`config.mk`:
```
export PLATFORM = sky130hd
export DESIGN_NAME = lvds_frame_send
export DESIGN_NICKNAME = d
export VERILOG_FILES = /design/src/rtl/lvds_frame_send.sv
export SDC_FILE = /design/constraint.sdc
export NUM_CORES = 1
export LEC_CHECK = 0
export BUFFER_PORTS_ARGS = -buffer_cell sky130_fd_sc_hd__buf_2
export CELL_PAD_IN_SITES_DETAIL_PLACEMENT = 0
export CELL_PAD_IN_SITES_GLOBAL_PLACEMENT = 2
export CORE_MARGIN = 2
export CORE_UTILIZATION = 36
export CTS_CLUSTER_SIZE = 16
export DETAILED_ROUTE_END_ITERATION = 6
export MAX_ROUTING_LAYER = met4
export PLACE_DENSITY_LB_ADDON = 0.1
export RECOVER_POWER = 100
export SLEW_MARGIN = 25
export SYNTH_ARGS = -nofsm -noshare
export SYNTH_HDL_FRONTEND = slang
export SYNTH_SLANG_ARGS = --single-unit
```
`constraint.sdc`:
```
create_clock -name LVDS_CLK -period 2.9 [get_ports LVDS_CLK]
set_input_delay 0.58 -clock LVDS_CLK [delete_from_list [all_inputs] [get_ports LVDS_CLK]]
set_output_delay 0.58 -clock LVDS_CLK [all_outputs]
set_load 0.02 [all_outputs]
```
`src/rtl/lvds_frame_send.sv`:
```
// LVDS-domain frame transmitter: reads 32-bit words from the frame buffer and streams them
// LSB nibble first on LVDS_OUT, one nibble per LVDS_CLK, with a frame strobe and done toggle.
module lvds_frame_send #(
    parameter int unsigned ADDR_W       = 7,
    parameter int unsigned NIB_PER_WORD = 8,
    parameter logic [3:0]  IDLE_PATTERN = 4'h0
) (
    input  logic              LVDS_CLK,
    input  logic              lvds_resetn,
    input  logic              start_toggle,
    input  logic [ADDR_W-1:0] len_words,
    output logic [ADDR_W-1:0] rd_addr,
    output logic              rd_en,
    input  logic [31:0]       rd_data,
    output logic [3:0]        LVDS_OUT,
    output logic              LVDS_FRAME,
    output logic              busy,
    output logic              done_toggle
);

    localparam int unsigned  NIB_W    = $clog2(NIB_PER_WORD);
    localparam logic [NIB_W-1:0] NIB_LAST = NIB_W'(NIB_PER_WORD - 1);
    // Read issued two nibbles early so the word lands exactly as nibble 7 leaves.
    localparam logic [NIB_W-1:0] NIB_PRE  = NIB_W'(NIB_PER_WORD - 3);

    typedef enum logic [1:0] {StIdle, StLoad, StPrime, StSend} state_e;

    state_e            r_state, w_state_next;
    logic [2:0]        r_sync;
    logic [31:0]       r_shift, w_shift_next;
    logic [NIB_W-1:0]  r_nib, w_nib_next;
    logic [ADDR_W-1:0] r_word, w_word_next;
    logic [ADDR_W-1:0] r_last, w_last_next;
    logic [ADDR_W-1:0] r_rd_addr, w_rd_addr_next;
    logic              r_rd_en, w_rd_en_next;
    logic              r_frame, w_frame_next;
    logic              r_busy, w_busy_next;
    logic              r_done, w_done_next;
    logic              w_start_pulse;

    assign w_start_pulse = r_sync[1] ^ r_sync[2];

    always_ff @(posedge LVDS_CLK or negedge lvds_resetn) begin
        if (!lvds_resetn) begin
            r_state   <= StIdle;
            r_sync    <= 3'b000;
            r_shift   <= {28'h0, IDLE_PATTERN};
            r_nib     <= '0;
            r_word    <= '0;
            r_last    <= '0;
            r_rd_addr <= '0;
            r_rd_en   <= 1'b0;
            r_frame   <= 1'b0;
            r_busy    <= 1'b0;
            r_done    <= 1'b0;
        end else begin
            r_state   <= w_state_next;
            r_sync    <= {r_sync[1:0], start_toggle};
            r_shift   <= w_shift_next;
            r_nib     <= w_nib_next;
            r_word    <= w_word_next;
            r_last    <= w_last_next;
            r_rd_addr <= w_rd_addr_next;
            r_rd_en   <= w_rd_en_next;
            r_frame   <= w_frame_next;
            r_busy    <= w_busy_next;
            r_done    <= w_done_next;
        end
    end

    always_comb begin
        w_state_next   = r_state;
        w_shift_next   = r_shift;
        w_nib_next     = r_nib;
        w_word_next    = r_word;
        w_last_next    = r_last;
        w_rd_addr_next = r_rd_addr;
        w_rd_en_next   = 1'b0;
        w_frame_next   = r_frame;
        w_busy_next    = r_busy;
        w_done_next    = r_done;
        unique case (r_state)
            StIdle: begin
                if (w_start_pulse) begin
                    // Last word index; len 0 wraps to 2^ADDR_W - 1, i.e. a full buffer.
                    w_last_next    = len_words - ADDR_W'(1);
                    w_busy_next    = 1'b1;
                    w_rd_en_next   = 1'b1;
                    w_rd_addr_next = '0;
                    w_state_next   = StLoad;
                end
            end
            StLoad: begin
                w_state_next = StPrime;
            end
            StPrime: begin
                w_shift_next = rd_data;
                w_nib_next   = '0;
                w_word_next  = '0;
                w_frame_next = 1'b1;
                w_state_next = StSend;
            end
            StSend: begin
                if (r_nib == NIB_LAST) begin
                    if (r_word == r_last) begin
                        w_shift_next = {28'h0, IDLE_PATTERN};
                        w_frame_next = 1'b0;
                        w_busy_next  = 1'b0;
                        w_done_next  = ~r_done;
                        w_state_next = StIdle;
                    end else begin
                        w_shift_next = rd_data;
                        w_nib_next   = '0;
                        w_word_next  = r_word + ADDR_W'(1);
                    end
                end else begin
                    w_shift_next = {4'h0, r_shift[31:4]};
                    w_nib_next   = r_nib + NIB_W'(1);
                    if (r_nib == NIB_PRE && r_word != r_last) begin
                        w_rd_en_next   = 1'b1;
                        w_rd_addr_next = r_word + ADDR_W'(1);
                    end
                end
            end
            default: w_state_next = StIdle;
        endcase
    end

    assign LVDS_OUT    = r_shift[3:0];
    assign LVDS_FRAME  = r_frame;
    assign busy        = r_busy;
    assign rd_en       = r_rd_en;
    assign rd_addr     = r_rd_addr;
    assign done_toggle = r_done;

endmodule

```
## Yosys cells after proc, flatten, opt, wreduce, memory -nomap -nowiden

Index checks and enable logic that the tools add are counted.

| word-level totals | value |
|---|---|
| register bits after elaboration | 65 |
| bits in latches | 0 |
| memory bits (writable) | 0 |
| memory bits (read-only) | 0 |
| word-level logic and storage cells | 68 |
| memories kept | 0 |

| cells by class | value |
|---|---|
| $add $sub $neg | 3 |
| multiply operators | 0 |
| divide/modulo/power cells | 0 |
| order comparisons | 0 |
| equality and inequality tests | 14 |
| shifts and indexed selects | 0 |
| mux-type cells | 26 |
| bitwise gates (word level) | 2 |
| reductions and logical operators | 12 |

Operators with widths:

| cell | number |
|---|---|
| 2-to-1 mux 32 bit | 2 |
| one-hot mux 32 bit (2 select lines) | 1 |
| 2-to-1 mux 7 bit | 5 |
| one-hot mux 7 bit (2 select lines) | 2 |
| != test 2 bit, second input constant | 6 |
| AND reduction 3 bit | 4 |
| one-hot mux 2 bit (4 select lines) | 1 |
| AND reduction 4 bit | 2 |
| adder 7 x 1 -> 7 bit, second input constant | 1 |
| equality test 7 bit | 1 |
| != test 7 bit | 1 |
| subtractor 7 x 1 -> 7 bit, second input constant | 1 |
| equality test 3 bit, second input constant | 2 |
| 2-to-1 mux 1 bit | 6 |
| 2-to-1 mux 2 bit | 3 |
| 2-to-1 mux 3 bit | 2 |
| one-hot mux 1 bit (2 select lines) | 3 |
| one-hot mux 3 bit (2 select lines) | 1 |
| equality test 2 bit, second input constant | 2 |
| AND reduction 2 bit | 2 |
| nonzero test 2 bit | 2 |
| adder 3 x 1 -> 3 bit, second input constant | 1 |
| != test 3 bit, second input constant | 1 |
| equality test 2 x 1 -> 1 bit, second input constant | 1 |
| other kinds (4) | 4 |

## Depth between registers and ports, before layout

Gate-level depths: netlist of the first run.

| logic depth | value |
|---|---|
| word-level depth | 5 |
| gate-level depth with buffers | 8 |
| gate-level depth less buffers | 6 |

## Least setup slack after synthesis of the first run

OpenSTA, ideal clock, no wires.

| timing path | value |
|---|---|
| path type | register to register |
| start point | reg r_word[4] |
| end point | reg r_state[1] |
| setup time | 125 ps |
| arrival time | 1896 ps |
| required time | 2775 ps |
| path slack | 879 ps |
| stages on the path, launching flop included | 7 |
| path through | dfrtp_1 > buf_4 > xor2_2 > nor4_4 > nand3_1 > a21oi_1 > mux2_2 |

| between the ends | value |
|---|---|
| longest elaborated chain between the ends | 3 |

Ends and longest elaborated chain:

| element | line | text |
|---|---|---|
| start, declared | 32 | `logic [ADDR_W-1:0] r_word, w_word_next;` |
| start signal, assigned | 61 | `r_word <= w_word_next;` |
| equality test 7 bit | 105 | `if (r_word == r_last) begin` |
| != test 2 bit (no line) | - |  |
| AND reduction 3 bit (no line) | - |  |
| end signal, assigned | 45 | `r_state <= StIdle;` |
| end signal, assigned | 57 | `r_state <= w_state_next;` |
| end, declared | 28 | `state_e r_state, w_state_next;` |

Every way passes these cells.
A chain may end at the register's enable or synchronous reset.

## Worst setup path after layout of the first run

| timing path | value |
|---|---|
| start point | reg r_state[0] |
| end point | reg r_rd_addr[0], in the netlist rd_addr[0] |

| between the ends | value |
|---|---|
| longest elaborated chain between the ends | 3 |

Ends and longest elaborated chain:

| element | line | text |
|---|---|---|
| equality test 2 bit / logical NOT 2 bit (equally long branches) | 82 | `unique case (r_state)` |
| != test 2 bit (no line) / nonzero test 2 bit (equally long branches) | - |  |
| AND reduction 4 bit (no line) | - |  |
| end signal, assigned | 63 | `r_rd_addr <= w_rd_addr_next;` |
| end, declared | 34 | `logic [ADDR_W-1:0] r_rd_addr, w_rd_addr_next;` |

Parallel ways exist; a longest one is shown, timed or not.

==> key figures, run 1 <==
CTS
  • Clk_lat worst skew: 0.34 ns
  • Reg clk slew, reported paths: 0.08 ns
  • Post-CTS Setup Inserts: 0
  • Clk buf depth: 2
  • Num Clock Sinks: 65
  • Root buf cell: clkbuf_8
  • H-tree depth: 3
  • CTS hold repair buffers: 0
  • CTS tree: yes
  • TritonCTS Buffers: 9
  • PostCTS Resize Cnt: 0

Global routing
  • Number of global-route vias before repair: 2433
  • GRT met3 Usage: 3.68%
  • Largest net degree at the start of global routing: 46
  • Met2 usage: 23.8%
  • Initial antenna violation count: 0
  • Total track usage: 16.8%
  • GR met1 Demand/Resource: 23.1%
  • Top Usage Layer GRT: met2
  • First-pass GRT wire length: 12700 um
  • Total congestion overflow: 0

Floorplanning
  • Die Ht: 101 um
  • Row cnt: 35
  • Die width: 101 um
  • Initial core utilization: 36.8%
  • Core ar.: 9200 um^2
  • Die Footprint: 10200 um^2
  • Io pins: 57

Setup path
  • Slowest stage cell, crit path: clkbuf_1
  • Worst EP arrival: 2.65 ns
  • Cells on worst reg2reg path: 5
  • Reg2reg start: r_state[0]$_DFFE_PN0P_
  • CP Launch Type: flop
  • Critical R2R Capture: rd_addr[0]$_DFFE_PN0P_
  • Worst Path Required: 3.16 ns
  • Worst path buffer plus inverter count: 1
  • Max FO, Critical Path: 13
  • Critical path type: reg -> reg
  • Crit path max-delay family: simple AND/OR/NAND/NOR gates
  • Reg2reg setup slack: 0.51 ns
  • Slowest stage delay, CP: 0.54 ns
  • Worst-path cell chain: ha_1, clkbuf_1, nor2b_1, or4b_4, o2bb2ai_1
  • Crit path capture type: flop

STA
  • Final Hold Fails: 0
  • Fin crit period: 2.39 ns
  • Max-slew violation count: 0
  • Worst-Margin Slew: 1.26 ns
  • Setup_tns: 0 ns
  • Final setup fails: 0
  • Tcrit/Tclk final: 82.5%
  • Worst Skew: 0.0120 ns
  • Unrepaired setup endpoints after global routing: false
  • Worst slew margin: 15.9%
  • Max Clk Rate: 418 MHz

Power and ir drop
  • Comb power frac: 42.0%
  • Pwr/cell area: 975 nW/um^2
  • Leakage: 1.95 nW
  • Clock power frac: 20.5%
  • Sw Share: 38.3%
  • Reg power frac: 37.5%
  • Psw: 0.00144 W
  • Peak supply drop: 0.314 mV
  • Final Power: 0.00378 W
  • Pint: 0.00233 W

Run
  • Max-Cap Viols: 0

Final layout
  • Final Non-Filler Cells: 485
  • Area growth syn-to-layout: 14.4%
  • Fraction of layout cells with a size suffix above 1: 19.3%
  • Final net count: 419
  • # diodes: 0
  • Commonest cells after routing, fill and taps aside: 65 x dfrtp_1, 40 x buf_2, 26 x a21oi_1
  • Most common cell after layout, fill and taps aside: dfrtp_1

Yosys
  • Flops & latches, synth: 65
  • Area fraction in compound gates after synthesis: 24.1%
  • Async set-reset flop share out of synthesis: 100%
  • Synth warn: 0
  • Largest family of logic cells by synthesized area: compound AO/OA/AOI/OAI gates
  • Top FF cell, synth: dfrtp_1
  • Post-synthesis mux area share: 1.55%
  • Mapped Avg Cell Area: 10.7 um^2
  • Register area share after synthesis: 48.1%
  • Mapped cell area: 3380 um^2
  • Simple-gate share of the synthesized area: 11.8%
  • Syn Nets: 366
  • Synth Area in Adders: 2.96%
  • Post-synthesis cell count: 316
  • Synth unique cells: 41
  • Xor/xnor share of the synthesized area: 6.43%
  • Post-synth EDFFs: 0

Place
  • PortBufs: 56
  • Dpl hpwl: 5200 um
  • Gpl congestion: 0.749
  • Placed cells: 469

Worst hold path
  • HP Start: start_toggle
  • WHS Endpoint: r_sync[0]$_DFF_PN0_
  • Worst hold path type: in -> reg
  • Hold Path Depth: 1

Route
  • First DRT Iteration DRCs: 118
  • DR pass1 iterations: 4
  • Residual DRC count: 0
  • Vias: 2523
  • DR vias/cell: 5.20
  • WL final: 7710 um
  • Number of nets with antenna violations after routing: 0
  • Wire per inst: 15.9 um

Outcome
  • Status: finished, final reports clean
synth_stat cells (all sizes together) (2+ instances only):
master | n | area share [%]
dfrtp | 65 | 48
a21oi | 26 | 3.8
a21o | 25 | 5.5
a22o | 24 | 6.2
nand2 | 20 | 2.2
xor2 | 18 | 4.9
clkbuf | 15 | 1.7
o21ai | 12 | 1.8
buf | 11 | 2.5
and2 | 9 | 1.7
nor2b | 9 | 1.7
a211oi | 8 | 1.8
ha | 8 | 3.0
inv | 8 | 0.89
nand3 | 7 | 1.0
nor2 | 6 | 0.67
o2bb2ai | 6 | 2.7
xnor2 | 6 | 1.6
nor3b | 5 | 1.1
nor3 | 4 | 0.74
mux2i | 3 | 0.89
nand4 | 3 | 0.55
and3 | 2 | 0.37
mux2 | 2 | 0.67
or3 | 2 | 0.37
routing by layer:
layer  share of wire, %  vias to the layer above
li1                   -                     1239
met1                 51                     1220
met2                 43                       54
met3                3.8                       10
met4                1.7                        0
met5                  0                        -
per-stage QoR:
step | worst slack [ns] | instance area [um^2] | utilization [%] | hold slack (ns)
4_1_cts | 0.594 | 3960 | 43.1 | 0.228
5_1_grt | 0.294 | 3870 | 42.1 | 0.318
6_report | 0.506 | 3870 | 42.1 | 0.345
2_1_floorplan | 0.879 | 3380 | - | 0.284
3_5_place_dp | 0.609 | 3760 | 40.9 | 0.335
3_3_place_gp | 0.603 | 3760 | 40.9 | 0.334
flip-flops by register name, summed over array words and instances (netlist names):
register     flops
r_shift         32
r_nib            3
LVDS_FRAME       1
r_last           7
r_word           7
rd_addr          7
busy             1
r_sync           3
rd_en            1
r_state          2
done_toggle      1
area by class of cell:
cell class              count  area (um^2)
clock inverters             5         55.1
well taps                 111          139
repair buffers             68          333
fillers                   940         5330
clock buffers              11          141
inverters                   8         30.0
multi-input cells         217         1550
flip-flops and latches     65         1630
worst max-delay path by stage:
| stage | from | endpoint | cells past startpoint | slack [ns] |
|---|---|---|---|---|
| 2_1_floorplan | r_word[4]$_DFFE_PN0P_ | r_state[1]$_DFFE_PN0P_ | 6 | 0.88 |
| 3_3_place_gp | r_word[5]$_DFFE_PN0P_ | r_word[0]$_DFFE_PN0P_ | 5 | 0.60 |
| 3_5_place_dp | r_word[3]$_DFFE_PN0P_ | r_word[0]$_DFFE_PN0P_ | 5 | 0.61 |
| 4_1_cts | r_word[3]$_DFFE_PN0P_ | r_word[0]$_DFFE_PN0P_ | 5 | 0.59 |
| 5_1_grt | lvds_resetn | busy$_DFFE_PN0P_ | 2 | 0.29 |
| 6_report | r_state[0]$_DFFE_PN0P_ | rd_addr[0]$_DFFE_PN0P_ | 5 | 0.51 |
power groups by stage:
stage / sequential (W) / combinational, W / clock (W)
after global routing: 0.00145 / 0.00178 / 0.000844
after detailed placement: 0.00143 / 0.00164 / 0
after CTS: 0.00142 / 0.00165 / 0.000800
after global placement: 0.00143 / 0.00162 / 0
final: 0.00142 / 0.00158 / 0.000774
after floorplan: 0.00138 / 0.00127 / 0
cells by family after synthesis:
kind of cell / after synthesis
adder cells (fa/ha/maj): 8
multiplexers: 5
XOR/XNOR: 24
AND/OR/NAND/NOR: 71
AO/OA/AOI/OAI: 109
buffers and inverters: 34
flip-flops: 65
No activity file was read; power rests on OpenSTA's default activity.
==> inputs of run 2 (changes only) <==
--- a/config.mk
+++ b/config.mk
@@ -9,7 +9,7 @@
 export CELL_PAD_IN_SITES_DETAIL_PLACEMENT = 0
 export CELL_PAD_IN_SITES_GLOBAL_PLACEMENT = 2
 export CORE_MARGIN = 2
-export CORE_UTILIZATION = 36
+export CORE_UTILIZATION = 32
 export CTS_CLUSTER_SIZE = 16
 export DETAILED_ROUTE_END_ITERATION = 6
 export MAX_ROUTING_LAYER = met4
==> constraint.sdc (replaced) <==
create_clock -name LVDS_CLK -period 2.04 [get_ports LVDS_CLK]
set_input_delay 0.408 -clock LVDS_CLK [delete_from_list [all_inputs] [get_ports LVDS_CLK]]
set_output_delay 0.408 -clock LVDS_CLK [all_outputs]
set_load 0.02 [all_outputs]
==> key figures, run 2 (synthesis results as in run 1) <==
STA
  • Worst Skew: 0.0120 ns (-0.0000323 ns)
  • Final Hold Fails: 0 (unchanged)
  • PnR worst setup slack: 0.0799 ns (-0.426 ns)
  • Worst-Margin Slew: 1.34 ns (+0.0839 ns)
  • Tcrit/Tclk final: 96.1% (+14 points)
  • Max-slew violation count: 0 (unchanged)
  • Final setup fails: 0 (unchanged)
  • Max Clk Rate: 510 MHz (+22%)
  • Worst slew margin: 10.3% (-5.6 points)
  • Fin Hold WS: 0.173 ns (-0.172 ns)
  • Fin crit period: 1.96 ns (-0.434 ns)

Setup path
  • Critical R2R Capture: rd_addr[0]$_DFFE_PN0P_
  • Reg2reg setup slack: 0.08 ns (-0.43 ns)
  • Cells on worst reg2reg path: 5 (unchanged)
  • Worst Path Required: 2.31 ns (-0.85 ns)
  • Worst-path cell chain: xor2_1, nor3_4, and2_2, or4b_4, o2bb2ai_2
  • Max FO, Critical Path: 8 (-5)
  • Slowest stage delay, CP: 0.64 ns (+0.10 ns)
  • Slowest stage cell, crit path: or4b_4
  • Worst EP arrival: 2.23 ns (-0.42 ns)
  • Critical path type: reg -> reg
  • CP Launch Type: flop
  • Crit path capture type: flop
  • Reg2reg start: r_word[1]$_DFFE_PN0P_

Worst hold path
  • Hold Path Depth: 1 (unchanged)
  • HP Start: start_toggle
  • Worst hold path type: in -> reg
  • WHS Endpoint: r_sync[0]$_DFF_PN0_

Final layout
  • Post-layout util: 39.5% (-2.6 points)
  • Max reg flops: 32 (unchanged)
  • Area growth syn-to-layout: 20.1%
  • Final Non-Filler Cells: 523 (+7.8%)
  • Fraction of layout cells with a size suffix above 1: 25.3% (+6.1 points)
  • # diodes: 0 (unchanged)
  • Post-route cell area: 4060 um^2 (+5.0%)
  • Final net count: 432 (+3.1%)
  • Fillcell total: 1074 (+14%)
  • Commonest cells after routing, fill and taps aside: 65 x dfrtp_1, 40 x buf_2, 25 x a21oi_1, 25 x a21o_1, 24 x a22o_1
  • Most flop-heavy register: r_shift
  • Most common cell after layout, fill and taps aside: dfrtp_1

Place
  • Pre-CTS setup slack: 0.0349 ns (-0.574 ns)
  • PortBufs: 56 (unchanged)
  • Gpl congestion: 0.761 (+1.6%)
  • Placement Cell Area: 3920 um^2 (+4.1%)
  • Dpl hpwl: 5650 um (+8.6%)
  • Placed cells: 507 (+8.1%)

Power and ir drop
  • Leakage: 2.05 nW (+4.8%)
  • Pwr/cell area: 1360 nW/um^2 (+40%)
  • Peak supply drop: 0.520 mV (+65%)

Floorplanning
  • Io pins: 57 (unchanged)
  • Initial core utilization: 32.9% (-3.9 points)
  • Die Footprint: 11400 um^2 (+12%)
  • Die width: 107 um (+5.8%)
  • Row cnt: 37 (+5.7%)
  • Die Ht: 107 um (+5.8%)
  • Core ar.: 10300 um^2 (+12%)

Route
  • Vias: 2552 (+1.1%)
  • Number of nets with antenna violations after routing: 0 (unchanged)
  • First DRT Iteration DRCs: 73 (-38%)
  • Wire per inst: 15.5 um (-2.7%)
  • DR vias/cell: 4.88 (-6.2%)
  • Residual DRC count: 0 (unchanged)
  • WL final: 8080 um (+4.9%)
  • DR pass1 iterations: 4 (unchanged)

CTS
  • Clk_lat worst skew: 0.35 ns (about the same)
  • Num Clock Sinks: 65 (unchanged)
  • H-tree depth: 3 (unchanged)
  • Reg clk slew, reported paths: 0.07 ns (about the same)
  • CTS tree: yes
  • Clk buf depth: 2 (unchanged)
  • Root buf cell: clkbuf_8
  • Post-CTS Setup Inserts: 0 (unchanged)
  • TritonCTS Buffers: 9 (unchanged)

Global routing
  • Total track usage: 15.7% (-1.0 points)
  • Total congestion overflow: 0 (unchanged)
  • Number of global-route vias before repair: 2626 (+7.9%)
  • First-pass GRT wire length: 13400 um (+5.3%)
  • Initial antenna violation count: 0 (unchanged)
  • Largest net degree at the start of global routing: 26 (-43%)

Run
  • Max-Cap Viols: 0 (unchanged)

Outcome
  • Status: finished, final reports clean
## run 2: repair_timing
action / in CTS / in global routing
setup endpoints to repair: 0 / 37
gates resized for setup: 0 / 5
hold buffers: 0 / 0
## run 2: how the worst max path moves through the flow
stage / endpoint / slack, ns / start
final: rd_addr[0]$_DFFE_PN0P_ / 0.08 / r_word[1]$_DFFE_PN0P_
after global routing: rd_addr[5]$_DFFE_PN0P_ / -0.01 / r_word[1]$_DFFE_PN0P_
after CTS: rd_addr[0]$_DFFE_PN0P_ / 0.02 / r_word[1]$_DFFE_PN0P_
after detailed placement: rd_addr[3]$_DFFE_PN0P_ / 0.03 / r_word[1]$_DFFE_PN0P_
after global placement: r_shift[31]$_DFFE_PN0P_ / 0.009 / r_word[1]$_DFFE_PN0P_
after floorplan: r_state[1]$_DFFE_PN0P_ / 0.02 / r_word[4]$_DFFE_PN0P_
## run 2: power by group
group          leakage (nW)  internal [W]  switching [W]
clock                0.0994      0.000564       0.000533
sequential            0.822       0.00173       0.000257
combinational          1.13       0.00111        0.00134
total                  2.05       0.00341        0.00213
## run 2: routing by layer
metal,share of wire [%],wire (um),up-vias,GRT usage [%]
met5,0,0,-,-
met4,1.8,144,0,6.40
met3,3.7,299,11,2.74
met2,44,3560,47,22.7
met1,51,4080,1232,21.9
li1,-,-,1262,-
## run 2: final cells by class
class | count | area [um^2] | area share, %
Clock inverter | 7 | 70.1 | 1.72
Inverter | 8 | 30.0 | 0.739
Sequential cell | 65 | 1630 | 40.0
Multi-Input combinational cell | 217 | 1590 | 39.2
Timing Repair Buffer | 81 | 449 | 11.1
Tap cell | 136 | 170 | 4.19
Clock buffer | 9 | 124 | 3.05
## run 2: metrics by stage
step / power [W] / TNS, ns
2_1_floorplan: 0.00377 / 0
3_3_place_gp: 0.00449 / 0
3_5_place_dp: 0.00450 / 0
4_1_cts: 0.00565 / 0
5_1_grt: 0.00603 / -0.0429
6_report: 0.00554 / 0
## run 2: worst max-delay path, delay by kind of cell (launching register included)
| kind | cells | cell delay, ns |
|---|---|---|
| AND/OR/NAND/NOR | 3 | 1.01 |
| AO/OA/AOI/OAI | 1 | 0.16 |
| flip-flops | 1 | 0.44 |
| XOR/XNOR | 1 | 0.28 |
